$ cat src/rtl/clk_divider_bank.sv
// Bank of independent counter-based clock dividers producing tick enables and divided
// square waves as data, with glitch-free deferred divisor updates and a global phase sync.
module clk_divider_bank #(
  parameter int unsigned CHANNELS    = 4,
  parameter int unsigned CNT_W       = 8,
  parameter int unsigned DEFAULT_DIV = 2
) (
  input  logic                clk,
  input  logic                reset,
  input  logic                cfg_valid,
  output logic                cfg_ready,
  input  logic [3:0]          cfg_chan,
  input  logic [CNT_W-1:0]    cfg_div,
  input  logic                sync,
  output logic [CHANNELS-1:0] tick,
  output logic [CHANNELS-1:0] div_out
);

  localparam logic [CNT_W-1:0] CntOne = CNT_W'(1);
  localparam logic [CNT_W-1:0] DefDiv = CNT_W'(DEFAULT_DIV);

  logic [CHANNELS-1:0] pend_vec;
  logic                accept;

  // Channels beyond CHANNELS always look ready so their writes are simply consumed.
  always_comb begin
    cfg_ready = 1'b1;
    for (int i = 0; i < CHANNELS; i++) begin
      if (cfg_chan == 4'(i)) cfg_ready = ~pend_vec[i];
    end
  end

  assign accept = cfg_valid & cfg_ready;

  for (genvar g = 0; g < CHANNELS; g++) begin : g_chan
    logic [CNT_W-1:0] div_q, div_d, cnt_q, cnt_d, pdiv_q, pdiv_d;
    logic             pend_q, pend_d;
    logic             run, wrap, wr;
    logic [CNT_W:0]   half;

    assign run  = (div_q != '0);
    assign wrap = run && (cnt_q == div_q - CntOne);
    assign wr   = accept && (cfg_chan == 4'(g));
    assign half = ({1'b0, div_q} + {{CNT_W{1'b0}}, 1'b1}) >> 1;

    assign pend_vec[g] = pend_q;
    assign tick[g]     = wrap;
    assign div_out[g]  = run && ({1'b0, cnt_q} < half);

    always_comb begin
      div_d  = div_q;
      pdiv_d = pdiv_q;
      pend_d = pend_q;
      if (!run || wrap) cnt_d = '0;
      else              cnt_d = cnt_q + CntOne;
      if ((wrap || sync) && pend_q) begin
        div_d  = pdiv_q;
        pend_d = 1'b0;
      end
      if (sync) cnt_d = '0;
      // A write can only land directly when the period boundary is now; otherwise defer.
      if (wr) begin
        if (sync || !run || wrap) begin
          div_d  = cfg_div;
          cnt_d  = '0;
          pend_d = 1'b0;
        end else begin
          pend_d = 1'b1;
          pdiv_d = cfg_div;
        end
      end
    end

    always_ff @(posedge clk or negedge reset) begin
      if (!reset) begin
        div_q  <= DefDiv;
        cnt_q  <= '0;
        pdiv_q <= '0;
        pend_q <= 1'b0;
      end else begin
        div_q  <= div_d;
        cnt_q  <= cnt_d;
        pdiv_q <= pdiv_d;
        pend_q <= pend_d;
      end
    end
  end

endmodule

$ cat config.mk
export PLATFORM = sky130hd
export DESIGN_NAME = clk_divider_bank
export DESIGN_NICKNAME = d
export VERILOG_FILES = /design/src/rtl/clk_divider_bank.sv
export SDC_FILE = /design/constraint.sdc
export NUM_CORES = 1
export LEC_CHECK = 0
export CORE_AREA = 2 2 116 118
export CTS_CLUSTER_SIZE = 14
export DETAILED_ROUTE_END_ITERATION = 12
export DIE_AREA = 0 0 118 120
export PLACE_DENSITY_LB_ADDON = 0.2
export SLEW_MARGIN = 20
export SYNTH_ARGS = -nofsm -noshare
export SYNTH_HDL_FRONTEND = slang
export SYNTH_SLANG_ARGS = --single-unit
$ cat constraint.sdc
create_clock -name clk -period 3 [get_ports clk]
set_input_delay 0.6 -clock clk [delete_from_list [all_inputs] [get_ports clk]]
set_output_delay 0.6 -clock clk [all_outputs]
set_load 0.02 [all_outputs]
# Word-level counts from Yosys, hierarchy flattened
# Cells that the tools add are included.
[classes]
muxes = 44
bitwise_logic = 9
n_lt_le_gt_ge = 4
reduce_logical = 49
n_eq_ne = 7
add_sub_neg = 12
[op_table]
columns = ["cell", "n"]
rows = [
  ["$mux 8", 28],
  ["$add 8x1->9 const B", 4],
  ["$add 8x1->8 const B", 4],
  ["$eq 8x8->1", 4],
  ["$lt 8x8->1", 4],
  ["$reduce_bool 8->1", 4],
  ["$sub 8x1->8 const B", 4],
  ["$logic_and 1x1->1", 16],
  ["$logic_or 1x1->1", 16],
  ["$mux 1", 16],
  ["$eq 4x2->1 const B", 2],
  ["$not 1->1", 8],
  ["$reduce_and 2->1", 4],
  ["$reduce_bool 2->1", 4],
  ["$eq 4x1->1 const B", 1],
  ["$logic_not 1->1", 4],
  ["$logic_not 4->1", 1],
  ["$and 1x1->1", 1],
]
[totals]
out_inout_bits = 9
input_bits = 16
reg_bits = 100
elab_cells = 141

# Longest topological paths before layout
# Gate-level depths: netlist of run 1.
[logic_depth]
word_depth = 8
mapped_depth = 10
mapped_depth_nobuf = 9

# Worst setup path before layout of run 1
# No wires, ideal clock.
[synth_path]
kind = "register -> output"
start = "reg g_chan[0].div_q[1]"
end = "out div_out[0]"
path_buffers = 0
t_required_ns = 2.400
arrival_ns = 2.272
path_stages_with_launch = 7
path_slack_ns = 0.128
path_cell_list = "dfstp_2 > ha_1 > and3_1 > or3b_2 > ha_1 > a211o_1 > a31oi_1"
[synth_between]
elab_chain_len = 3
word_cells_on_any_way = 4
cone_classes = "add/sub: 1; order compare: 1; reduce/logical: 2"
[synth_lines]
columns = ["element", "line", "rtl"]
rows = [
  ["start, declared", "36", "logic [CNT_W-1:0] div_q, div_d, cnt_q, cnt_d, pdiv_q, pdiv_d;"],
  ["start signal, assigned", "76", "div_q <= DefDiv;"],
  ["start signal, assigned", "81", "div_q <= div_d;"],
  ["$add 8x1->9", "44", "assign half = ({1'b0, div_q} + {{CNT_W{1'b0}}, 1'b1}) >> 1;"],
  ["$lt 8x8->1", "48", "assign div_out[g] = run && ({1'b0, cnt_q} < half);"],
  ["$logic_and 1x1->1 *", "48", ""],
  ["end, declared", "16", "output logic [CHANNELS-1:0] div_out"],
]
# Every way passes the cells marked *; elsewhere a longest branch is shown, timed or not.

# Final worst setup path of run 1
[layout_path]
start = "reg g_chan[2].div_q[1]"
end = "out div_out[2]"
[layout_between]
elab_chain_len = 3
word_cells_on_any_way = 4
cone_classes = "add/sub: 1; order compare: 1; reduce/logical: 2"
[layout_lines]
columns = ["element", "line"]
rows = [
  ["start, declared", "36"],
  ["start signal, assigned", "76"],
  ["start signal, assigned", "81"],
  ["$add 8x1->9", "44"],
  ["$lt 8x8->1", "48"],
  ["$logic_and 1x1->1 *", "48"],
]
# Marked as above.

==> results of run 1 <==
## cells in the mapped netlist (all sizes together) (3+ instances only)
master	number
dfrtp	96
nor2	61
nand3	54
nor3	44
xor2	44
xnor2	41
ha	40
clkbuf	36
mux2	36
a31oi	35
nand2	29
a21o	28
inv	23
o21ai	22
buf	18
nand3b	18
and3	16
nor2b	10
nand4	9
nand2b	7
nor4	6
o41a	6
a211o	5
a21oi	4
and2	4
dfstp	4
nor3b	4
o211a	4
o211ai	4
a2bb2oi	3
o21a	3
o31a	3
or2	3
or3b	3
## sequential cells by signal (all words and copies together), names as in the netlist
register,flops
g_chan.cnt_q,32
g_chan.div_q,32
g_chan.pdiv_q,32
g_chan.pend_q,4
## area by class of cell
type / instances / area [um^2] / share of cell area
Multi-Input combinational cell: 570 / 4530 / 0.508
Sequential cell: 100 / 2510 / 0.282
Timing Repair Buffer: 153 / 1250 / 0.140
Clock buffer: 10 / 239 / 0.0268
Tap cell: 176 / 220 / 0.0247
Inverter: 23 / 93.8 / 0.0105
Clock inverter: 6 / 66.3 / 0.00744
## report_power, final
group          leakage, uW  internal, uW  switching (uW)
Combinational      0.00277          1070             963
Clock             0.000154           677             564
Sequential         0.00124          1570             226
## timing repair
action                     in CTS  in global routing
buffers inserted               10                 10
pin swaps                      47                 29
setup endpoints to repair       8                 28
gates resized for setup        86                 47
## metrics by stage
step           worst slack (ps)  total power, uW  TNS (ps)
3_3_place_gp               -296             3460     -1770
5_1_grt                    -300             5380     -1610
6_report                   -211             5070      -600
3_5_place_dp               -346             3540     -1900
4_1_cts                    -189             4930      -637
2_1_floorplan               128             2910         0
## worst paths after layout
path	startpoint	end	slack, ps	depth (start not counted)
min reg2reg	g_chan[3].pdiv_q[4]$_DFFE_PN0P_	g_chan[3].pdiv_q[4]$_DFFE_PN0P_	510	1
min	reset	g_chan[0].cnt_q[2]$_DFF_PN0_	190	1
max reg2reg	g_chan[2].div_q[0]$_DFF_PN0_	g_chan[2].pdiv_q[1]$_DFFE_PN0P_	60	13
max	g_chan[2].div_q[1]$_DFF_PN1_	div_out[2]	-210	10
max in group asynchronous	reset	g_chan[2].div_q[1]$_DFF_PN1_	2040	2
min in group clk	g_chan[3].pdiv_q[4]$_DFFE_PN0P_	g_chan[3].pdiv_q[4]$_DFFE_PN0P_	510	1
## worst reg2reg max path: stages, from the launching register on
cell and delay, ps:
dfrtp_1 430, buf_6 160, buf_4 140, nor3_2 270
a21oi_1 130, nand4b_1 240, buf_4 170, buf_4 120
buf_4 120, buf_4 130, o41ai_4 240, nand2b_4 200
buf_12 120, mux2_2 340
## layer usage
metal / track usage / vias up
li1: - / 2886
met4: 0.0836 / 0
met3: 0.0518 / 30
met2: 0.434 / 161
met1: 0.333 / 2988
met5: 0 / -
## cells by family after synthesis
group           share of synthesized area
buf+inv                            0.0486
flops                               0.360
xor+xnor                            0.107
compound gates                      0.139
mux                                0.0657
simple gates                        0.209
fa+ha+maj                          0.0718
==> flow_summary.json, run 1 <==
{
  "drt_iter0_drc": 409,
  "ir_drop_uv": 466,
  "path_delay_family": "compound AO/OA/AOI/OAI gates",
  "synthTopCellsByArea": "dfrtp_1 34%, ha_1 7.2%, xor2_1 5.5%",
  "utilization": 0.687,
  "syn2layout_area_growth_pct": 27.8,
  "setup_viol": 4,
  "std_cell_rows": 42,
  "async_flop_share": 1.00,
  "synth_area_um2": 6970,
  "postSynthAreaPerCell_um2": 9.33,
  "numClockSinks": 100,
  "syn_inst": 747,
  "slowest_stage": "dfstp_2",
  "yosysWarnings": 0,
  "routedWlPerCell_um": 17.3,
  "synth-seq-area-share": 0.360,
  "wl_met1_um": 7830,
  "fmax_mhz": 311,
  "worst-path-buf-inv": 2,
  "postPlaceCellArea_um2": 8020,
  "worst_pin_slew_ps": 490,
  "drive_gt1_frac": 0.313,
  "yosys_register_bits": 100,
  "hold_viol_final": 0,
  "p_leak_uw": 0.00417,
  "synth_top_cell_by_area": "dfrtp_1",
  "fillCellCount": 1001,
  "synth_cell_types": 64,
  "antenna_found_initial": 0,
  "violations": "negative setup slack",
  "grt.overflow.total": 0,
  "synth-edff-count": 0,
  "io_buffers": 24,
  "crit_top_cell": "a21o_1",
  "worstHoldPathType": "in2async",
  "path_max_fanout": 4,
  "routed-via-count": 6065,
  "ios": 25,
  "cts_buffers": 9,
  "cp.arrival_ps": 2610,
  "finalMaxSlewViolations": 0,
  "grt_pass1_wl_um": 29800,
  "clk_latency_ps": 360,
  "initial_utilization": 0.537,
  "routed.top_layer": "met4",
  "rsz0062_at_grt": "true",
  "dp_hpwl_um": 12300,
  "worstSetupStartpointType": "flip-flop",
  "core_area_um2": 13000,
  "wl_met3_um": 913,
  "place_congestion": 0.904,
  "clk_pin_slew_worst_paths_ps": 70,
  "root_buffer": "clkbuf_16",
  "finalNonFillerCells": 1038,
  "grt_max_degree": 68,
  "hold_slack_ps": 193,
  "hold_buffers": 0,
  "wl_met2_um": 8910,
  "routed_wl_um": 18000,
  "die_w_um": 118,
  "vias_per_cell": 5.84,
  "synth_ff_type": "dfrtp_1",
  "htreeDepth": 3,
  "fp.dieH_um": 120,
  "cts_tree": "built",
  "diodes": 0,
  "cts_buffer_depth": 2,
  "firstDrtPassIters": 5,
  "p_per_area_nw_per_um2": 569,
  "dieArea_um2": 14200,
  "grtUsageTotal": 0.258,
  "fin_area_um2": 8910,
  "period_share": 1.07,
  "maxSlewHeadroom": 0.673,
  "setup_ws_ps": -211,
  "period_minus_slack_ps": 3210,
  "ant_nets": 0,
  "cap_viol_max_count": 0,
  "layout_common_cells": "124 x buf_4, 92 x dfrtp_1, 58 x nor2_1",
  "fin_skew_ps": 13.8,
  "grt_pass1_vias": 6087,
  "syn_nets": 803,
  "end_kind": "primary output",
  "final_common_cell": "buf_4",
  "placed_cells": 1002,
  "cpPeakStageDelay_ps": 610,
  "nNetsFinal": 913,
  "status": "finished with violations",
  "drc_errors": 0,
  "required_ps": 2400,
  "yosys.area.top_type_share": 0.345,
  "cp_cell_sequence": "buf_6 -> nand3_4 -> xor2_2 -> ha_1 -> a21o_1 -> a21o_1 -> a21o_1 -> a21o_1 -> a31oi_1 -> buf_2",
  "critPathKind": "reg2out"
}
Power figures use the tool's default switching activity.
==> run 2: changes to the inputs <==
Settings changed: ABC_AREA set to 1, CAP_MARGIN set to 20, CORE_AREA 2 2 116 118 to 2 2 118 120, DIE_AREA 0 0 118 120 to 0 0 120 122.
==> run 2 against run 1 <==
Effect of this change:
- the run still ends with negative setup slack left
- sequential share of layout area grew 1.7 points
- critical path depth grew 1
- critical path type unchanged
- sequential power grew 3%
- worst setup slack gained 81 ps
- combinational power grew 11%
- core utilization shrank 6.4 points
- non-clock buffer count shrank 66
- final cell count grew 19%
- register-to-register slack gained 250 ps
- design area shrank 5.7%
- largest cell class unchanged
- synthesized cell count grew 31%
- clock skew shrank 1.1 ps
==> flow_summary.json, run 2 <==
{
  "status": "finished with violations",
  "violations": "negative setup slack",
  "fillCellCount": 1225,
  "grt.overflow.total": 0,
  "synthTopCellsByCount": "239 x nand2_1, 128 x inv_1, 124 x nand3_1",
  "yosys.cell_count.top_type": "nand2_1",
  "period_share": 1.04,
  "diodes": 0,
  "fp.dieH_um": 122,
  "rr_worst_depth": 15,
  "grt_max_degree": 56,
  "routed-via-count": 6399,
  "cp.arrival_ps": 2530,
  "std_cell_rows": 43,
  "p_per_area_nw_per_um2": 629,
  "yosys_register_bits": 100,
  "place_congestion": 0.875,
  "r2r-end": "g_chan[1].div_q[0]$_DFF_PN0_",
  "reg2reg_from": "g_chan[1].div_q[1]$_DFF_PN1_",
  "fin_skew_ps": 12.7,
  "period_minus_slack_ps": 3130,
  "hold_buffers": 0,
  "hold_viol_final": 0,
  "syn_nets": 1037,
  "postPlaceCellArea_um2": 7850,
  "yosysWarnings": 0,
  "final_common_cell": "nand2_1",
  "layout_common_cells": "237 x nand2_1, 123 x inv_1, 116 x nand3_1",
  "reg2reg_slack_ps": 310,
  "synth_area_um2": 7180,
  "routed_wl_um": 16700,
  "worst_pin_slew_ps": 631,
  "ios": 25,
  "postSynthAreaPerCell_um2": 7.32,
  "cts_buffers": 9,
  "finalPower_uw": 5290,
  "required_ps": 2400,
  "async_flop_share": 1.00,
  "synth-seq-area-share": 0.349,
  "drive_gt1_frac": 0.205,
  "grt_pass1_vias": 5920,
  "initial_utilization": 0.532,
  "synth-edff-count": 0,
  "drt_iter0_drc": 463,
  "fmax_mhz": 320,
  "antenna_found_initial": 0,
  "register_area_um2": 2510,
  "core_area_um2": 13500,
  "drc_errors": 0,
  "grt_pass1_wl_um": 28000,
  "dp_hpwl_um": 12200,
  "syn_inst": 981,
  "cts_buffer_depth": 2,
  "multiInputGateArea_um2": 4150,
  "io_buffers": 24,
  "numClockSinks": 100,
  "setup_ws_ps": -130,
  "p_leak_uw": 0.00418,
  "synth_top_cell_by_area": "dfrtp_1",
  "routedWlPerCell_um": 13.5,
  "path_max_fanout": 2,
  "grtUsageTotal": 0.239,
  "synth_ff_type": "dfrtp_1",
  "reg.largest.list": "g_chan.cnt_q (32), g_chan.div_q (32), g_chan.pdiv_q (32)",
  "maxSlewHeadroom": 0.579,
  "ir_drop_uv": 334,
  "vias_per_cell": 5.18,
  "critPathKind": "reg2out",
  "clk_latency_ps": 370,
  "worstHoldPathType": "in2async",
  "fin_area_um2": 8400,
  "htreeDepth": 3,
  "dieArea_um2": 14600,
  "nNetsFinal": 1107,
  "cap_viol_max_count": 0,
  "syn2layout_area_growth_pct": 17.0,
  "die_w_um": 120,
  "finalMaxSlewViolations": 0,
  "yosys.area.top_type_share": 0.334,
  "end_kind": "primary output",
  "ant_nets": 0,
  "firstDrtPassIters": 4,
  "worstSetupStartpointType": "flip-flop",
  "setup_viol": 4,
  "rsz0062_at_grt": "true",
  "root_buffer": "clkbuf_16",
  "clk_pin_slew_worst_paths_ps": 70,
  "synthTopCellsByArea": "dfrtp_1 33%, nand2_1 12%, nand3_1 8.6%",
  "cts_tree": "built",
  "synth_cell_types": 35
}
## run 2: worst max-delay path: stages (launching register included)
cell,delay (ps)
dfstp_2,540
buf_4,120
ha_4,120
nand3_2,80
nor2_4,130
nand2_1,60
xor2_1,160
ha_1,340
a21oi_2,140
o21ai_0,120
nor3_2,180
buf_4,180
## run 2: cell type report
type                       instances  area share
multi-input combinational        713       0.494
inverter                         140      0.0628
tap                              180      0.0268
clock inverter                     7     0.00789
clock buffer                       9      0.0268
sequential                       100       0.298
timing repair buffer              87      0.0832
## run 2: repair_timing
| item | CTS | global route |
|---|---|---|
| resized for setup | 49 | 46 |
| pin swaps | 4 | 32 |
| buffers inserted | 2 | 7 |
| setup endpoints to repair | 8 | 8 |
## run 2: how the worst max path moves through the flow
stage | start | end | cells after the start
floorplan | g_chan[3].div_q[1]$_DFF_PN1_ | div_out[3] | 11
global placement | g_chan[2].div_q[1]$_DFF_PN1_ | div_out[2] | 13
detailed placement | g_chan[2].div_q[1]$_DFF_PN1_ | div_out[2] | 13
CTS | g_chan[2].div_q[1]$_DFF_PN1_ | div_out[2] | 13
global route | g_chan[1].div_q[1]$_DFF_PN1_ | div_out[1] | 13
finish | g_chan[3].div_q[1]$_DFF_PN1_ | div_out[3] | 11
## run 2: power by group
group          switching (uW)  internal, uW  leakage (uW)  total [uW]
clock network             592           586      0.000144        1180
registers                 251          1610       0.00124        1860
logic                    1280           972       0.00279        2250
## run 2: logic make-up (layout without fill, tap and decap cells)
group,count (synthesis),count (layout),synth area share
DFF,100,100,0.349
buffers and inverters,168,243,0.104
AOI/OAI and AO/OA,106,106,0.0853
and+or+nand+nor,528,528,0.345
xor gates and xnor gates,39,39,0.0475
adders and majority gates,40,40,0.0697
## run 2: layer usage
| metal | share of wire | GRT usage | vias up | wire, um |
|---|---|---|---|---|
| met5 | 0 | 0 | - | 0 |
| li1 | - | - | 3283 | - |
| met2 | 0.49 | 0.407 | 89 | 8130 |
| met1 | 0.47 | 0.320 | 3009 | 7830 |
| met4 | 0.014 | 0.0706 | 0 | 234 |
| met3 | 0.028 | 0.0286 | 18 | 475 |
## run 2: per-stage QoR
step | cells | util | hold WS [ps] | worst slack, ps | TNS [ps]
6_report | 1236 | 0.622 | 246 | -130 | -227
5_1_grt | 1236 | 0.622 | 302 | -210 | -816
2_1_floorplan | 981 | - | 304 | 183 | 0
3_5_place_dp | 1211 | 0.581 | 460 | -239 | -600
4_1_cts | 1229 | 0.607 | 271 | -28.4 | -45.8
3_3_place_gp | 1211 | 0.581 | 456 | -176 | -419
